[config.mk]
export PLATFORM = sky130hd
export DESIGN_NAME = irq_evt_coalesce_flat
export DESIGN_NICKNAME = d
export VERILOG_FILES = /design/src/rtl/irq_evt_coalesce_if.sv /design/src/rtl/irq_evt_coalesce.sv /design/src/flat_wrapper.sv
export SDC_FILE = /design/constraint.sdc
export NUM_CORES = 1
export LEC_CHECK = 0
export ABC_AREA = 0
export BUFFER_PORTS_ARGS = -buffer_cell sky130_fd_sc_hd__buf_2
export CORE_UTILIZATION = 55
export CTS_BUF_LIST = sky130_fd_sc_hd__clkbuf_4 sky130_fd_sc_hd__clkbuf_8
export DETAILED_ROUTE_END_ITERATION = 16
export GPL_ROUTABILITY_DRIVEN = 0
export PLACE_DENSITY = 0.77
export SETUP_SLACK_MARGIN = 0.1
export SLEW_MARGIN = 20
export SYNTH_ARGS = -nofsm -noshare
export SYNTH_HDL_FRONTEND = slang
export SYNTH_SLANG_ARGS = --single-unit
[constraint.sdc]
create_clock -name clk -period 8.9 [get_ports clk]
set_input_delay 0.89 -clock clk [delete_from_list [all_inputs] [get_ports clk]]
set_output_delay 0.89 -clock clk [all_outputs]
set_load 0.05 [all_outputs]
[src/rtl/irq_evt_coalesce_if.sv]
// Register-port bundle between a clk-domain bus master and irq_evt_coalesce.
interface irq_evt_coalesce_if;
    localparam int unsigned ADDR_W = 3;
    localparam int unsigned DATA_W = 32;

    logic              wr_en;
    logic              rd_en;
    logic [ADDR_W-1:0] addr;
    logic [DATA_W-1:0] wdata;
    logic [DATA_W-1:0] rdata;
    logic              rvalid;

    modport master (output wr_en, rd_en, addr, wdata, input rdata, rvalid);
    modport slave  (input wr_en, rd_en, addr, wdata, output rdata, rvalid);
endinterface

[src/rtl/irq_evt_coalesce.sv]
// Sticky, maskable event status with count/timeout coalescing into a single
// level interrupt request for irq_ctrl; causes are cleared by W1C writes.
module irq_evt_coalesce #(
    parameter int unsigned N_SRC    = 8,
    parameter int unsigned TMO_W    = 16,
    parameter logic [15:0] ID_CONST = 16'hE7C0
) (
    input  logic                 clk,
    input  logic                 resetn,
    input  logic [N_SRC-1:0]     evt,
    irq_evt_coalesce_if.slave    bus,
    output logic                 irq_req
);
    localparam int unsigned CNT_W  = 8;
    localparam int unsigned SUM_W  = 9;
    localparam int unsigned POP_W  = 6;
    localparam int unsigned DATA_W = 32;

    localparam logic [2:0] A_ID      = 3'd0;
    localparam logic [2:0] A_STATUS  = 3'd1;
    localparam logic [2:0] A_MASK    = 3'd2;
    localparam logic [2:0] A_OVERRUN = 3'd3;
    localparam logic [2:0] A_THRESH  = 3'd4;
    localparam logic [2:0] A_TIMEOUT = 3'd5;
    localparam logic [2:0] A_EVT_CNT = 3'd6;

    localparam logic [CNT_W-1:0] CNT_MAX = '1;

    typedef enum logic [1:0] {IDLE, ARMED, FIRE} state_t;

    state_t             state_q, state_d;
    logic [N_SRC-1:0]   status_q, status_d;
    logic [N_SRC-1:0]   ovr_q, ovr_d;
    logic [N_SRC-1:0]   mask_q;
    logic [CNT_W-1:0]   thresh_q;
    logic [TMO_W-1:0]   tmo_q;
    logic [TMO_W-1:0]   timer_q, timer_d;
    logic [CNT_W-1:0]   cnt_q, cnt_d;

    logic [N_SRC-1:0]   status_w1c, ovr_w1c;
    logic [N_SRC-1:0]   accepted, armed_bits;
    logic               pend;
    logic [CNT_W-1:0]   thresh_eff;
    logic [SUM_W-1:0]   sum_acc, sum_load;
    logic [CNT_W-1:0]   cnt_acc_sat, cnt_load_sat;
    logic               tmo_hit;
    logic [DATA_W-1:0]  rd_mux;

    function automatic logic [POP_W-1:0] popcnt(input logic [N_SRC-1:0] v);
        logic [POP_W-1:0] c;
        c = '0;
        for (int i = 0; i < int'(N_SRC); i++) begin
            c = c + POP_W'(v[i]);
        end
        return c;
    endfunction

    // Sticky status / overrun update; a coincident event beats the W1C clear.
    always_comb begin
        status_w1c = '0;
        ovr_w1c    = '0;
        if (bus.wr_en && (bus.addr == A_STATUS)) begin
            status_w1c = bus.wdata[N_SRC-1:0];
        end
        if (bus.wr_en && (bus.addr == A_OVERRUN)) begin
            ovr_w1c = bus.wdata[N_SRC-1:0];
        end
        status_d = (status_q & ~status_w1c) | evt;
        ovr_d    = (ovr_q & ~ovr_w1c) | (evt & status_q & ~status_w1c);
    end

    // Coalescing arithmetic shared by the FSM.
    always_comb begin
        accepted     = evt & mask_q;
        armed_bits   = status_q & mask_q;
        pend         = |armed_bits;
        thresh_eff   = (thresh_q == '0) ? CNT_W'(1) : thresh_q;
        sum_acc      = SUM_W'(cnt_q) + SUM_W'(popcnt(accepted));
        sum_load     = SUM_W'(popcnt(accepted)) + SUM_W'(popcnt(armed_bits));
        cnt_acc_sat  = (sum_acc > SUM_W'(CNT_MAX)) ? CNT_MAX : sum_acc[CNT_W-1:0];
        cnt_load_sat = (sum_load > SUM_W'(CNT_MAX)) ? CNT_MAX : sum_load[CNT_W-1:0];
        tmo_hit      = (tmo_q != '0) && (timer_q == (tmo_q - TMO_W'(1)));
    end

    // Next-state, event count and timer.
    always_comb begin
        state_d = state_q;
        cnt_d   = cnt_q;
        timer_d = '0;
        unique case (state_q)
            IDLE: begin
                cnt_d = '0;
                if (pend) begin
                    cnt_d   = cnt_load_sat;
                    state_d = (cnt_load_sat >= thresh_eff) ? FIRE : ARMED;
                end
            end
            ARMED: begin
                cnt_d = cnt_acc_sat;
                if (!pend) begin
                    state_d = IDLE;
                    cnt_d   = '0;
                end else if ((cnt_q >= thresh_eff) || tmo_hit) begin
                    state_d = FIRE;
                end
            end
            FIRE: begin
                cnt_d = cnt_acc_sat;
                if (!pend) begin
                    state_d = IDLE;
                    cnt_d   = '0;
                end
            end
            default: begin
                state_d = IDLE;
                cnt_d   = '0;
            end
        endcase
        if ((state_q == ARMED) && (state_d == ARMED)) begin
            timer_d = (&timer_q) ? timer_q : (timer_q + TMO_W'(1));
        end
    end

    always_comb begin
        rd_mux = '0;
        unique case (bus.addr)
            A_ID:      rd_mux = {16'h0, ID_CONST};
            A_STATUS:  rd_mux = DATA_W'(status_q);
            A_MASK:    rd_mux = DATA_W'(mask_q);
            A_OVERRUN: rd_mux = DATA_W'(ovr_q);
            A_THRESH:  rd_mux = DATA_W'(thresh_q);
            A_TIMEOUT: rd_mux = DATA_W'(tmo_q);
            A_EVT_CNT: rd_mux = DATA_W'(cnt_q);
            default:   rd_mux = '0;
        endcase
    end

    always_ff @(posedge clk or negedge resetn) begin
        if (!resetn) begin
            state_q <= IDLE;
            cnt_q   <= '0;
            timer_q <= '0;
            irq_req <= 1'b0;
        end else begin
            state_q <= state_d;
            cnt_q   <= cnt_d;
            timer_q <= timer_d;
            irq_req <= (state_d == FIRE);
        end
    end

    always_ff @(posedge clk or negedge resetn) begin
        if (!resetn) begin
            status_q <= '0;
            ovr_q    <= '0;
            mask_q   <= '0;
            thresh_q <= CNT_W'(1);
            tmo_q    <= '0;
        end else begin
            status_q <= status_d;
            ovr_q    <= ovr_d;
            if (bus.wr_en) begin
                unique case (bus.addr)
                    A_MASK:    mask_q   <= bus.wdata[N_SRC-1:0];
                    A_THRESH:  thresh_q <= bus.wdata[CNT_W-1:0];
                    A_TIMEOUT: tmo_q    <= bus.wdata[TMO_W-1:0];
                    default:   ;
                endcase
            end
        end
    end

    // Read data reflects pre-write register values.
    always_ff @(posedge clk or negedge resetn) begin
        if (!resetn) begin
            bus.rdata  <= '0;
            bus.rvalid <= 1'b0;
        end else begin
            bus.rvalid <= bus.rd_en;
            bus.rdata  <= bus.rd_en ? rd_mux : '0;
        end
    end
endmodule

[src/flat_wrapper.sv]
// flat-port wrapper written by rule: the top's interface ports become plain ports
module irq_evt_coalesce_flat 
#(
    parameter int unsigned N_SRC    = 8,
    parameter int unsigned TMO_W    = 16,
    parameter logic [15:0] ID_CONST = 16'hE7C0
)
  (clk, resetn, evt, irq_req, bus_wr_en, bus_rd_en, bus_addr, bus_wdata, bus_rdata, bus_rvalid);
  irq_evt_coalesce_if bus_i ();
  input  logic clk;
  input  logic resetn;
  input  logic [N_SRC-1:0] evt;
  output logic irq_req;
  input wire logic [$bits(bus_i.wr_en)-1:0] bus_wr_en;
  input wire logic [$bits(bus_i.rd_en)-1:0] bus_rd_en;
  input wire logic [$bits(bus_i.addr)-1:0] bus_addr;
  input wire logic [$bits(bus_i.wdata)-1:0] bus_wdata;
  output wire logic [$bits(bus_i.rdata)-1:0] bus_rdata;
  output wire logic [$bits(bus_i.rvalid)-1:0] bus_rvalid;
  assign bus_i.wr_en = bus_wr_en;
  assign bus_i.rd_en = bus_rd_en;
  assign bus_i.addr = bus_addr;
  assign bus_i.wdata = bus_wdata;
  assign bus_rdata = bus_i.rdata;
  assign bus_rvalid = bus_i.rvalid;
  irq_evt_coalesce #(.N_SRC(N_SRC), .TMO_W(TMO_W), .ID_CONST(ID_CONST)) u_core (.clk(clk), .resetn(resetn), .evt(evt), .bus(bus_i), .irq_req(irq_req));
endmodule
After elaboration in Yosys (flattened, before gate mapping)
Cells that the tools add are included.

Bits in registers: 108. Logic and storage cells: 88.

Order comparisons: 4. Bitwise gates (word level): 10. Equal/unequal tests: 12. Muxes and demuxes: 18. Reduce and logical (&&, ||, !) cells: 15. $add $sub $neg: 18.

Operators by type and width (number): case mux 16 bit (7 select lines) (1); adder 6 x 1 -> 6 bit (12); 2-to-1 mux 8 bit (7); bitwise AND 8 bit (6); 2-to-1 mux 16 bit (3); > comparator 9 x 8 -> 1 bit, second input constant (2); adder 16 x 1 -> 16 bit, second input constant (1); equality test 16 bit (1); >= comparator 8 bit (2); inverter 8 bit (2); bitwise OR 8 bit (2); case mux 8 bit (2 select lines) (1); AND reduction 16 bit (1); nonzero test 16 bit (1); subtractor 16 x 1 -> 16 bit, second input constant (1); 2-to-1 mux 2 bit (5); adder 8 x 6 -> 9 bit (1); equality test 3 bit, second input constant (3); zero test 8 bit (1); OR reduction 8 bit (1); adder 6 x 6 -> 7 bit (1); equality test 3 x 2 -> 1 bit, second input constant (2); case mux 2 bit (3 select lines) (1); AND reduction 2 bit (3); 10 further kinds (16).

Depth between registers and ports, before layout
Depth after elaboration: 18. Depth in mapped cells: 24. Gate-level depth less buffers: 22.

Least setup slack after synthesis
OpenSTA, ideal clock, no wires.

Path kind: input port to flip-flop. From: in evt[0]. To: reg u_core.timer_q[6]. Setup slack: 3.294 ns. Cell stages on the path: 22. Data arrival time: 5.520 ns. Path through: and2_1 > ha_1 > inv_1 > fa_1 > fa_1 > inv_1 > fa_1 > inv_1 > fa_1 > inv_1 > ha_1 > a21o_1 > a21oi_1 > xnor2_1 > ha_1 > o211ai_1 > o21ai_0 > and4b_1 > nor3b_1 > a21oi_2 > buf_6 > nor3_1.

Cells in the longest elaborated chain, start to end: 18. Elaborated cells between the ends (all ways): 19. Classes of those cells: 8 x add/sub; 2 x order compare; 2 x eq/ne; 5 x mux; 1 x bitwise; 1 x reduce/logical.

Ends and longest elaborated chain: start: declaration (RTL line flat_wrapper.sv:12) `input logic [N_SRC-1:0] evt;`; bitwise AND 8 bit * (RTL line irq_evt_coalesce.sv:74) `accepted = evt & mask_q;`; adder 1 x 1 -> 2 bit * (RTL line irq_evt_coalesce.sv:53) `c = c + POP_W'(v[i]);`; adder 6 x 1 -> 6 bit * (6 in a row) (RTL line irq_evt_coalesce.sv:53); adder 6 x 6 -> 7 bit * (RTL line irq_evt_coalesce.sv:79) `sum_load = SUM_W'(popcnt(accepted)) + SUM_W'(popcnt(armed_bits));`; > comparator 9 x 8 -> 1 bit (RTL line irq_evt_coalesce.sv:81) `cnt_load_sat = (sum_load > SUM_W'(CNT_MAX)) ? CNT_MAX : sum_load[CNT_W-1:0];`; 2-to-1 mux 8 bit * (RTL line irq_evt_coalesce.sv:81); >= comparator 8 bit * (RTL line irq_evt_coalesce.sv:95) `state_d = (cnt_load_sat >= thresh_eff) ? FIRE : ARMED;`; 2-to-1 mux 2 bit * (RTL line irq_evt_coalesce.sv:95); 2-to-1 mux 2 bit * (RTL line irq_evt_coalesce.sv:93) `if (pend) begin`; case mux 2 bit (3 select lines) * (RTL line irq_evt_coalesce.sv:90) `unique case (state_q)`; equality test 2 x 1 -> 1 bit * (RTL line irq_evt_coalesce.sv:119) `if ((state_q == ARMED) && (state_d == ARMED)) begin`; logical AND 1 bit * (RTL line irq_evt_coalesce.sv:119); inequality test 2 bit (no source line) / 2-to-1 mux 16 bit (equally long branches); end signal: assignment (RTL line irq_evt_coalesce.sv:147) `timer_q <= timer_d;`; end: declaration (RTL line irq_evt_coalesce.sv:37) `logic [TMO_W-1:0] timer_q, timer_d;`.

Every way passes the cells marked *; elsewhere a longest branch is shown, timed or not. A chain may end at the register's enable or synchronous reset.

Final worst setup path
From: in evt[1]. To: reg u_core.timer_q[3].

The elaborated chain is that of the path after synthesis.

==> results.yml <==
run_status:
  status: "completed"
clock_tree:
  post_cts_buffers: 0
  cts_htree_levels: 3
  clock_tree.root_cell: "clkbuf_8"
  cts_buffers: 9
  cts.reportedPaths.clkPinSlew_ps: 90
  cts_resized: 0
  cts_tree: "yes"
  clock_latency_ps: 380
  holdBufCountCts: 0
  cts.sinks: 92
  clockBufferDepth: 2
global_routing:
  grt_use_met3_pct: 5.11
  use_met2_pct: 41.2
  grt_usage_pct: 25.9
  met1_usage_pct: 34.2
  grt_pass1_wl_mm: 22.6
  grt-busiest-layer: "met2"
  grt_max_degree: 66
  grt-ovfl-total: 0
  antenna_found_initial: 0
  grt_pass1_vias: 4614
die:
  row_count: 37
  coreArea_sq_um: 10500
  dieArea_sq_um: 11400
  start_util_pct: 57.6
  dieWidth_um: 107
  fp.dieH_um: 107
  io_pins: 81
timing:
  relSlewSlack_pct: 31.4
  min_period_ps: 6090
  period_share_pct: 68.4
  hold_viol_final: 0
  worst_slew_pin_slew_ps: 1030
  skew_ps: 15.8
  finalMaxSlewViolations: 0
  setup_tns_ps: 0
  setup_violations: 0
  rsz0062_at_grt: "no"
  max_freq_mhz: 164
routing:
  drtIter0Drc: 287
  vias: 4728
  ant_nets: 0
  routed_via_density: 5.94
  route.detailed.drc: 0
  wirelength_mm: 13.8
  drt-pass1-iter-count: 4
  wl_per_cell_um: 17.3
placement:
  io_buffers: 48
  hpwl_mm: 10.4
  place_inst: 780
power_and_ir_drop:
  p_clk_share_pct: 16.1
  power_frac_seq_pct: 33.4
  power_leakage_nw: 2.99
  p_int_w: 0.000953
  p_sw_w: 0.000737
  vdd_drop_max_mv: 0.156
  switching_share_pct: 43.6
  pwr_density_cell_nw_per_um2: 261
  share_comb_of_total_power_pct: 50.5
cells_and_area:
  antenna_cells: 0
  seq_area_sq_um: 2300
  final_common_cell: "dfrtp_1"
  final_cells: 796
  fill_cells: 868
  drive_gt1_share_pct: 18.9
  final_cell_mix: "dfrtp_1, nand2_1, buf_2, inv_1, ha_1"
  area_delta_synth_final_pct: 7.18
  final_nets: 746
  multiInputGateArea_sq_um: 3440
yosys:
  synth_edf_count: 0
  synth_top_cell_by_area: "dfrtp_1"
  ys_seq_area_share_pct: 38.1
  synth_cells: 617
  synthesis.area_sq_um: 6050
  synth_seq_cells: 92
  ys_warn_count: 0
  synth.avg_cell_area_sq_um: 9.81
  yosys-top-cells-area: "dfrtp_1, ha_1, mux2_2, nand2_1, xnor2_1"
  synth_top_area_share_pct: 37.6
  async_reset_ff_share_pct: 100
  yosys_most_used_dff: "dfrtp_1"
  yosysUniqueCellTypes: 66
run:
  drv_cap: 0
hold_path:
  min_path_type: "in2async"
critical_path:
  crit_arrival_ps: 6300
  start_kind: "input pin"
  cp_max_fo: 17
  cp-end-kind: "flop"
  critPathRequiredTime_ps: 9110
  crit_type: "in2reg"
==> cells in the mapped netlist (all sizes together) (10+ instances only) <==
library cell and count:
inv 35, clkbuf 14, or2 10, a22o 11
dfrtp 91, a221oi 10, mux2 31, ha 34
xnor2 28, fa 10, buf 24, nand2 67
nand3 14, xor2 15, o21ai 13, nor3 22
nor2 33, and3 10, a21oi 27, a21o 10
==> power by group through the flow <==
stage	registers (W)	logic [W]	clock network, W
after CTS	0.000562	0.000851	0.000276
after detailed placement	0.000570	0.000845	0
after global routing	0.000573	0.000961	0.000294
final	0.000564	0.000854	0.000272
after floorplan	0.000555	0.000689	0
after global placement	0.000567	0.000809	0
==> flip-flops by register name, summed over array words and instances (netlist names) <==
register           flops
u_core.bus.rdata      16
u_core.bus.rvalid      1
u_core.cnt_q           8
u_core.irq_req         1
u_core.mask_q          8
u_core.ovr_q           8
u_core.state_q         2
u_core.status_q        8
u_core.thresh_q        8
u_core.timer_q        16
u_core.tmo_q          16
==> through the flow <==
step | hold WS (ps) | setup slack (ps) | utilization [%] | area [sq um] | power [W]
3_3_place_gp | 483 | 2520 | 59.9 | 6300 | 0.00138
4_1_cts | 412 | 2830 | 61.7 | 6480 | 0.00169
2_1_floorplan | 460 | 3290 | - | 6110 | 0.00124
6_report | 411 | 2810 | 61.7 | 6480 | 0.00169
3_5_place_dp | 491 | 2440 | 59.9 | 6300 | 0.00142
5_1_grt | 432 | 2500 | 61.7 | 6480 | 0.00183
==> path summary, 6_finish.rpt <==
kind	endpoint	cells after the start	slack, ps	startpoint
max	u_core.timer_q[3]	23	2810	evt[1]
min	u_core.timer_q[9]	1	410	resetn
max reg2reg	u_core.timer_q[3]	22	3020	u_core.mask_q[1]
min reg2reg	u_core.ovr_q[6]	1	510	u_core.ovr_q[6]
max in group asynchronous	u_core.tmo_q[0]	2	7340	resetn
min in group clk	u_core.ovr_q[6]	1	510	u_core.ovr_q[6]
==> worst max-delay path, cell delays in order <==
cell      delay (ps)
buf_2            110
and2_1           160
ha_1             270
inv_1             60
fa_1             500
fa_1             570
inv_1             70
fa_1             440
inv_1             80
fa_1             400
inv_1            170
ha_1             260
a21o_1           150
a21oi_1          170
xnor2_1          120
ha_1             290
o211ai_1          80
o21ai_0          190
nand3b_1         100
a32o_1           270
a21oi_1          140
or2_1            650
nor3_1           150
==> cell type report <==
type	count	area share (%)
Sequential cell	92	35.5
Inverter	35	2.03
Clock inverter	5	0.540
Multi-Input combinational cell	467	53.0
Clock buffer	11	2.33
Tap cell	136	2.62
Timing Repair Buffer	50	3.97
==> routing by layer <==
layer | up-vias | part of all wire, %
met5 | - | 0
met4 | 0 | 1.9
met3 | 21 | 5.0
met2 | 138 | 48
met1 | 2345 | 45
li1 | 2224 | -
==> logic make-up after synthesis <==
kind of cell | count (synthesis) | share of synthesized area [%]
flip-flops | 92 | 38.1
multiplexers | 37 | 6.76
adder cells (fa/ha/maj) | 44 | 10.3
AND/OR/NAND/NOR | 215 | 19.4
buffers and inverters | 73 | 6.18
AO/OA/AOI/OAI | 112 | 13.0
other | 1 | 0.0620
XOR/XNOR | 43 | 6.22
No activity file was read; power rests on OpenSTA's default activity.
